--- config.mk ---
export PLATFORM = sky130hd
export DESIGN_NAME = key_event_decoder
export DESIGN_NICKNAME = d
export VERILOG_FILES = /design/src/rtl/key_event_pkg.sv /design/src/rtl/key_edge.sv /design/src/rtl/key_event_decoder.sv
export SDC_FILE = /design/constraint.sdc
export NUM_CORES = 1
export LEC_CHECK = 0
export CORE_UTILIZATION = 60
export DETAILED_ROUTE_END_ITERATION = 16
export PLACE_DENSITY = 0.87
export SLEW_MARGIN = 30
export SYNTH_ARGS = -nofsm -noshare
export SYNTH_HDL_FRONTEND = slang
export SYNTH_SLANG_ARGS = --single-unit
export TNS_END_PERCENT = 50
--- constraint.sdc ---
create_clock -name clk -period 2.8 [get_ports clk]
set_input_delay 0.28 -clock clk [delete_from_list [all_inputs] [get_ports clk]]
set_output_delay 0.28 -clock clk [all_outputs]
set_load 0.02 [all_outputs]
--- src/rtl/key_event_pkg.sv ---
// -----------------------------------------------------------------------------
// key_event_pkg
//   Shared definitions for the key event decoder:
//     - state_t  : FSM state encoding (IDLE, PRESS, HOLD, WAIT2, PRESS2)
//     - DEF_*    : default cycle counts for a 50 MHz system clock
//     - sat_inc  : 32-bit increment that sticks at all-ones instead of wrapping
// -----------------------------------------------------------------------------
package key_event_pkg;

    localparam int CNT_W = 32;

    localparam int unsigned DEF_LONG_CNT   = 50_000_000; // 1 s
    localparam int unsigned DEF_REPEAT_CNT = 10_000_000; // 200 ms
    localparam int unsigned DEF_DCLICK_CNT = 15_000_000; // 300 ms

    typedef enum logic [2:0] {
        ST_IDLE   = 3'd0,
        ST_PRESS  = 3'd1,
        ST_HOLD   = 3'd2,
        ST_WAIT2  = 3'd3,
        ST_PRESS2 = 3'd4
    } state_t;

    function automatic logic [CNT_W-1:0] sat_inc(input logic [CNT_W-1:0] v);
        return (v == {CNT_W{1'b1}}) ? v : v + {{(CNT_W-1){1'b0}}, 1'b1};
    endfunction

endpackage

--- src/rtl/key_edge.sv ---
// -----------------------------------------------------------------------------
// key_edge
//   Two-flop register on the debounced key level plus press/release edge
//   detection. Both flops reset to the released level, so a key held through
//   reset is seen as a fresh press once reset drops.
// Ports
//   clk    in   system clock
//   rst    in   asynchronous reset, active-high
//   key_i  in   debounced key level
//   act_o  out  key currently pressed (from key_q)
//   pe_o   out  press edge, one cycle
//   re_o   out  release edge, one cycle
// -----------------------------------------------------------------------------
module key_edge #(
    parameter logic KEY_ACTIVE = 1'b0
) (
    input  logic clk,
    input  logic rst,
    input  logic key_i,
    output logic act_o,
    output logic pe_o,
    output logic re_o
);

    // key_q is the sampled level, key_d the same level one cycle older.
    logic key_q;
    logic key_d;
    logic prev_act;

    always_ff @(posedge clk or posedge rst) begin
        if (rst) begin
            key_q <= ~KEY_ACTIVE;
            key_d <= ~KEY_ACTIVE;
        end else begin
            key_q <= key_i;
            key_d <= key_q;
        end
    end

    assign act_o    = (key_q == KEY_ACTIVE);
    assign prev_act = (key_d == KEY_ACTIVE);
    assign pe_o     = act_o & ~prev_act;
    assign re_o     = ~act_o & prev_act;

endmodule

--- src/rtl/key_event_decoder.sv ---
// -----------------------------------------------------------------------------
// key_event_decoder
//   Turns the debounced key level into one-cycle event pulses: press, release,
//   short-press, long-press, auto-repeat and (optionally) double-click.
//   Optional feature macro: KEY_DCLICK_EN
//     defined   : WAIT2/PRESS2 states exist, short_o is deferred by DCLICK_CNT
//                 after release and replaced by dclick_o on a second press
//     undefined : short_o fires together with release_o, dclick_o is 0
// Ports
//   clk        in   system clock
//   rst        in   asynchronous reset, active-high
//   key_i      in   debounced key level
//   press_o    out  pulse on each press edge
//   release_o  out  pulse on each release edge
//   short_o    out  pulse for a press released before LONG_CNT
//   long_o     out  pulse after LONG_CNT held cycles
//   repeat_o   out  pulse every REPEAT_CNT cycles while held after long_o
//   dclick_o   out  pulse on a second press inside the double-click window
//   pressed_o  out  registered pressed level
// -----------------------------------------------------------------------------
module key_event_decoder
    import key_event_pkg::*;
#(
    parameter logic        KEY_ACTIVE = 1'b0,
    parameter int unsigned LONG_CNT   = DEF_LONG_CNT,
    parameter int unsigned REPEAT_CNT = DEF_REPEAT_CNT,
    parameter int unsigned DCLICK_CNT = DEF_DCLICK_CNT
) (
    input  logic clk,
    input  logic rst,
    input  logic key_i,
    output logic press_o,
    output logic release_o,
    output logic short_o,
    output logic long_o,
    output logic repeat_o,
    output logic dclick_o,
    output logic pressed_o
);

    localparam logic [CNT_W-1:0] LONG_LAST   = LONG_CNT - 1;
    // Wraps to all-ones when REPEAT_CNT is 0; the compare is gated off then.
    localparam logic [CNT_W-1:0] REPEAT_LAST = REPEAT_CNT - 1;

    logic act;
    logic pe;
    logic re;

    key_edge #(
        .KEY_ACTIVE (KEY_ACTIVE)
    ) u_edge (
        .clk   (clk),
        .rst   (rst),
        .key_i (key_i),
        .act_o (act),
        .pe_o  (pe),
        .re_o  (re)
    );

    state_t           state_q, state_d;
    logic [CNT_W-1:0] cnt_q, cnt_d;
    logic             press_q, press_d;
    logic             release_q, release_d;
    logic             short_q, short_d;
    logic             long_q, long_d;
    logic             rpt_q, rpt_d;
    logic             dclick_q, dclick_d;
    logic             pressed_q;

`ifdef KEY_DCLICK_EN
    localparam logic [CNT_W-1:0] DCLICK_LAST = DCLICK_CNT - 1;
`else
    logic unused_dclick_cnt;
    assign unused_dclick_cnt = ^DCLICK_CNT;
`endif

    always_ff @(posedge clk or posedge rst) begin
        if (rst) begin
            state_q   <= ST_IDLE;
            cnt_q     <= '0;
            press_q   <= 1'b0;
            release_q <= 1'b0;
            short_q   <= 1'b0;
            long_q    <= 1'b0;
            rpt_q     <= 1'b0;
            dclick_q  <= 1'b0;
            pressed_q <= 1'b0;
        end else begin
            state_q   <= state_d;
            cnt_q     <= cnt_d;
            press_q   <= press_d;
            release_q <= release_d;
            short_q   <= short_d;
            long_q    <= long_d;
            rpt_q     <= rpt_d;
            dclick_q  <= dclick_d;
            pressed_q <= act;
        end
    end

    // Edge checks come before threshold checks in every branch, so a release
    // beats a same-cycle long/repeat and a press beats a same-cycle timeout.
    always_comb begin
        state_d   = state_q;
        cnt_d     = sat_inc(cnt_q);
        press_d   = 1'b0;
        release_d = 1'b0;
        short_d   = 1'b0;
        long_d    = 1'b0;
        rpt_d     = 1'b0;
        dclick_d  = 1'b0;

        unique case (state_q)
            ST_IDLE: begin
                cnt_d = '0;
                if (pe) begin
                    press_d = 1'b1;
                    state_d = ST_PRESS;
                end
            end

            ST_PRESS: begin
                if (re) begin
                    release_d = 1'b1;
                    cnt_d     = '0;
`ifdef KEY_DCLICK_EN
                    state_d   = ST_WAIT2;
`else
                    short_d   = 1'b1;
                    state_d   = ST_IDLE;
`endif
                end else if (cnt_q == LONG_LAST) begin
                    long_d  = 1'b1;
                    cnt_d   = '0;
                    state_d = ST_HOLD;
                end
            end

            ST_HOLD: begin
                if (re) begin
                    release_d = 1'b1;
                    cnt_d     = '0;
                    state_d   = ST_IDLE;
                end else if ((REPEAT_CNT != 0) && (cnt_q == REPEAT_LAST)) begin
                    rpt_d = 1'b1;
                    cnt_d = '0;
                end
            end

`ifdef KEY_DCLICK_EN
            ST_WAIT2: begin
                if (pe) begin
                    press_d  = 1'b1;
                    dclick_d = 1'b1;
                    cnt_d    = '0;
                    state_d  = ST_PRESS2;
                end else if (cnt_q == DCLICK_LAST) begin
                    short_d = 1'b1;
                    cnt_d   = '0;
                    state_d = ST_IDLE;
                end
            end

            // Second press of a double-click: untimed, only waits for release.
            ST_PRESS2: begin
                cnt_d = '0;
                if (re) begin
                    release_d = 1'b1;
                    state_d   = ST_IDLE;
                end
            end
`endif

            default: begin
                cnt_d   = '0;
                state_d = ST_IDLE;
            end
        endcase
    end

    assign press_o   = press_q;
    assign release_o = release_q;
    assign short_o   = short_q;
    assign long_o    = long_q;
    assign repeat_o  = rpt_q;
    assign dclick_o  = dclick_q;
    assign pressed_o = pressed_q;

endmodule
Word-level counts from Yosys, hierarchy flattened. Index checks and enable logic that the tools add are counted.

Flip-flop bits (word level): 43. Input bits: 3.

Reductions and logical operators: 3. $add $sub $neg: 1. Multiplexer cells: 22. Equality and inequality tests: 8. Bitwise gates (word level): 4.

Operator list (count): $mux 32 (5); $pmux 32 s2 (1); $add 32x1->32 const B (1); $eq 32x24->1 const B (1); $eq 32x26->1 const B (1); $eq 32x32->1 const B (1); $mux 3 (4); $mux 1 (11); $pmux 3 s3 (1); $ne 2x2->1 const B (2); $eq 3x1->1 const B (1); $eq 3x2->1 const B (1); $logic_not 3->1 (1); $ne 3x3->1 const B (1); $reduce_and 3->1 (1); $and 1x1->1 (2); $not 1->1 (2); $reduce_or 2->1 (1).

Logic depth before layout (Yosys ltp).
Depth in word-level cells: 5. Depth in mapped cells: 8. Mapped depth without buffers: 6.

Modules after synthesis. Synthesis repeated with hierarchy kept, for this count alone.

Cell total of the unflattened synthesis: 247. Area, all modules: 2346.0 µm².

Modules (own cells, without submodules): key_event_decoder (cells an instance 241, times used 1, area an instance 2270.9 µm²); key_edge (cells an instance 6, times used 1, area an instance 75.1 µm²).

Least setup slack after synthesis. Ideal clock, no wire load.

Path type: register -> register. From: reg cnt_q[3]. To: reg cnt_q[25]. Data arrival time: 2156 ps. Path slack: 566 ps. Setup time: 78 ps. Cell stages (with the launch flop): 7. Path buffers: 1. Path through: dfrtp_1 -> nand4_4 -> or3_1 -> or4_1 -> buf_2 -> or4_1 -> a21oi_1.

Longest elaborated chain between the ends: 5.

RTL lines: from (decl) (RTL line key_event_decoder.sv:61) `logic [CNT_W-1:0] cnt_q, cnt_d;`; from (signal assigned) (RTL line key_event_decoder.sv:90) `cnt_q <= cnt_d;`; $add 32x1->32 / $eq 32x32->1 (equally long branches) (RTL line key_event_pkg.sv:25) `return (v == {CNT_W{1'b1}}) ? v : v + {{(CNT_W-1){1'b0}}, 1'b1};`; $mux 32 (RTL line key_event_pkg.sv:25); $mux 32 (on tied branches) (RTL line key_event_decoder.sv:144, key_event_decoder.sv:132); $mux 32 (on tied branches) (RTL line key_event_decoder.sv:140, key_event_decoder.sv:123); $pmux 32 s2 * (RTL line key_event_decoder.sv:113) `unique case (state_q)`; net cnt_d[25] (RTL line key_event_decoder.sv:61).

The timed path passes the listed nets; every way through them passes the cells marked *. A chain may end at the register's enable or synchronous reset.

Worst setup path in the final report.
From: reg cnt_q[9]. To: reg cnt_q[31].

Same word-level chain as after synthesis.

==> impl_metrics.ini <==
[power_and_ir_drop]
peakVddDrop_uv = 368
p_per_area_mw_per_mm2 = 508
power_mw = 1.27
p_leak_nw = 0.932

[die]
dieArea_mm2 = 0.00403
chipWidth_um = 63.5
pin_count = 10
start_util_pct = 65.3
std_cell_rows = 21
die_y_um = 63.5
core-area_mm2 = 0.00347

[route]
drtPass1Iterations = 5
ant_nets = 0
wire_per_inst_um = 16.7
vias = 1958
drt_iter0_markers = 141
routed_wl_um = 4980
route.detailed.drc = 0
viasPerCell = 6.55

[global_route]
use_met3_pct = 5.80
grt_antenna_before_repair = 0
grt_max_degree = 43
grt_pass1_wl_um = 8470
use_met2_pct = 46.4
grt_use_total_pct = 27.4
grt_pass1_vias = 1843
use_met1_pct = 33.6
busiest_layer = met2
overflow = 0

[timing]
skew_ns = 0.00889
tightest_slew_ns = 0.671
setup_viol = 0
relSlewSlack_pct = 54.9
rsz0062_at_grt = no
hold_viol = 0
final-max-slew-violation-count = 0
fmax_mhz = 402
finalCriticalPeriod_ns = 2.49
fin_setup_tns_ns = 0
fin_crit_sh_pct = 88.9

[setup_path]
worstPathArrival_ns = 2.71
slowest_stage = or4_1
crit_path_cell_trace = nand3_1, or3_1, or4_1, or4_1, a21oi_1
slowest_delay_ns = 0.67
cp-start-kind = flop
cp_max_fo = 8
critical_path.top_delay_family = simple AND/OR/NAND/NOR gates
worstPathRequired_ns = 3.02
cp-end-kind = flop
crit_top_cell = or4_1
crit_type = reg -> reg
path_buf_inv = 0

[synth]
synth_area_leader_cell = dfrtp_1
synth_nets = 250
synth_compound_area_share_pct = 10.7
synth_top_area_share_pct = 44.2
synth-edff-count = 0
synth_xor_area_share_pct = 7.34
yosys_warnings = 0
synthFlopType = dfrtp_1
yosysUniqueCellTypes = 44
synth_fa_ha_area_share_pct = 2.21
synth_most_common_cell = dfrtp_1
ys_ff_latch = 42
syn_area_per_cell_um2 = 9.32
synthArstFlopShare_pct = 100
synth-simple-area-share_pct = 28.8
synth_top_family_by_area = simple AND/OR/NAND/NOR gates
synthMuxAreaShare_pct = 0.939
ys_seq_area_share_pct = 46.5
synth_cells = 243
synth_common_cells = dfrtp_1, nor2_1, a21oi_1, nand2_1, xnor2_1
synth_area_mm2 = 0.00227
synth.area.top_cells = dfrtp_1, nor2_1, xnor2_1, a21oi_1, nand4_1

[run]
drv_cap = 0

[cts]
cts_resized = 0
ctsHtreeMaxLevel = 2
root_buffer = clkbuf_8
cts_made_buffers = 5
tritoncts = done
cts_hold_buffers = 0
clockBufferDepth = 2
clk_latency_ns = 0.30
postCtsSetupBuffers = 0
cts.sinks = 42
clk_pin_slew_ns = 0.09

[placement]
dp_hpwl_um = 3410
place_congestion = 0.918
io_buffers = 8

[finish]
n_fill_cell = 276
area_delta_synth_final_pct = 9.94
fin_nets = 259
final_layout_size_suffix_gt1_share_pct = 8.70
diodes = 0

[hold_path]
hold_class = in -> reg

[run_status]
status = complete, no violations
==> where the power goes <==
part	internal (mW)	switching, mW
registers	0.632	0.0186
logic	0.0715	0.139
clock network	0.180	0.224
total	0.884	0.382
==> state kept, by name (all words and copies together) (netlist names) <==
name	count
cnt_q	32
state_q	2
long_o	1
press_o	1
pressed_o	1
release_o	1
repeat_o	1
short_o	1
u_edge.key_d	1
u_edge.key_q	1
==> cell families after synthesis <==
logic type | after synthesis
DFF | 42
muxes | 2
adders and majority gates | 4
xor gates and xnor gates | 19
buffers and inverters | 19
other | 1
AOI/OAI and AO/OA | 41
and+or+nand+nor | 115
==> metal layers <==
layer / share of wire (%) / up-vias / wire length [um]
met2: 49 / 90 / 2460
met4: 1.7 / 0 / 86
li1: - / 905 / -
met1: 42 / 950 / 2110
met5: 0 / - / 0
met3: 6.3 / 13 / 313
==> per-stage QoR <==
stage | instances | setup slack (ns) | hold WS, ns | area [um^2] | util, %
2_1_floorplan | 243 | 0.566 | 0.284 | 2270 | -
3_3_place_gp | 291 | 0.381 | 0.365 | 2400 | 69.1
5_1_grt | 299 | 0.189 | 0.367 | 2490 | 71.8
6_report | 299 | 0.312 | 0.367 | 2490 | 71.8
3_5_place_dp | 291 | 0.358 | 0.366 | 2400 | 69.1
4_1_cts | 299 | 0.327 | 0.369 | 2490 | 71.8
==> final cells by class <==
cell class / instances / area [um^2] / area share (%)
Sequential cell: 42 / 1050 / 42.3
Inverter: 8 / 30.0 / 1.21
Multi-Input combinational cell: 182 / 1140 / 45.7
Tap cell: 46 / 57.6 / 2.31
Timing Repair Buffer: 13 / 118 / 4.72
Clock inverter: 3 / 25.0 / 1.00
Clock buffer: 5 / 68.8 / 2.76
==> cells in the final DEF, fill, tap and decap left out, types with 2 or more instances in the layout <==
cell type,netlist,final
nor2_1,31,31
nand4_1,12,12
nand2_1,13,13
clkbuf_8,0,5
o31ai_1,5,5
o21ai_0,8,8
nor4b_1,2,2
nand3_1,10,10
or4_1,9,9
xnor2_1,13,13
dfstp_2,2,2
xor2_1,6,6
and2_1,3,3
and4_1,2,2
a21oi_1,17,17
ha_1,4,4
o211ai_1,2,2
a211oi_1,3,3
nor3_1,5,5
and3_1,5,5
inv_1,8,8
buf_4,1,5
dfrtp_1,40,40
or3_1,5,5
nor4_1,8,8
clkdlybuf4s50_1,0,8
==> worst paths after layout <==
check	from	end	slack, ns	cells after the start
setup / recovery	cnt_q[9]$_DFF_PP0_	cnt_q[31]$_DFF_PP0_	0.31	5
hold / removal	key_i	u_edge.key_q$_DFF_PP1_	0.37	1
setup reg to reg	cnt_q[9]$_DFF_PP0_	cnt_q[31]$_DFF_PP0_	0.31	5
hold reg to reg	u_edge.key_q$_DFF_PP1_	u_edge.key_d$_DFF_PP1_	0.38	0
max in group asynchronous	rst	u_edge.key_d$_DFF_PP1_	2.01	3
min in group asynchronous	rst	cnt_q[30]$_DFF_PP0_	0.42	3
Power figures use the tool's default switching activity.
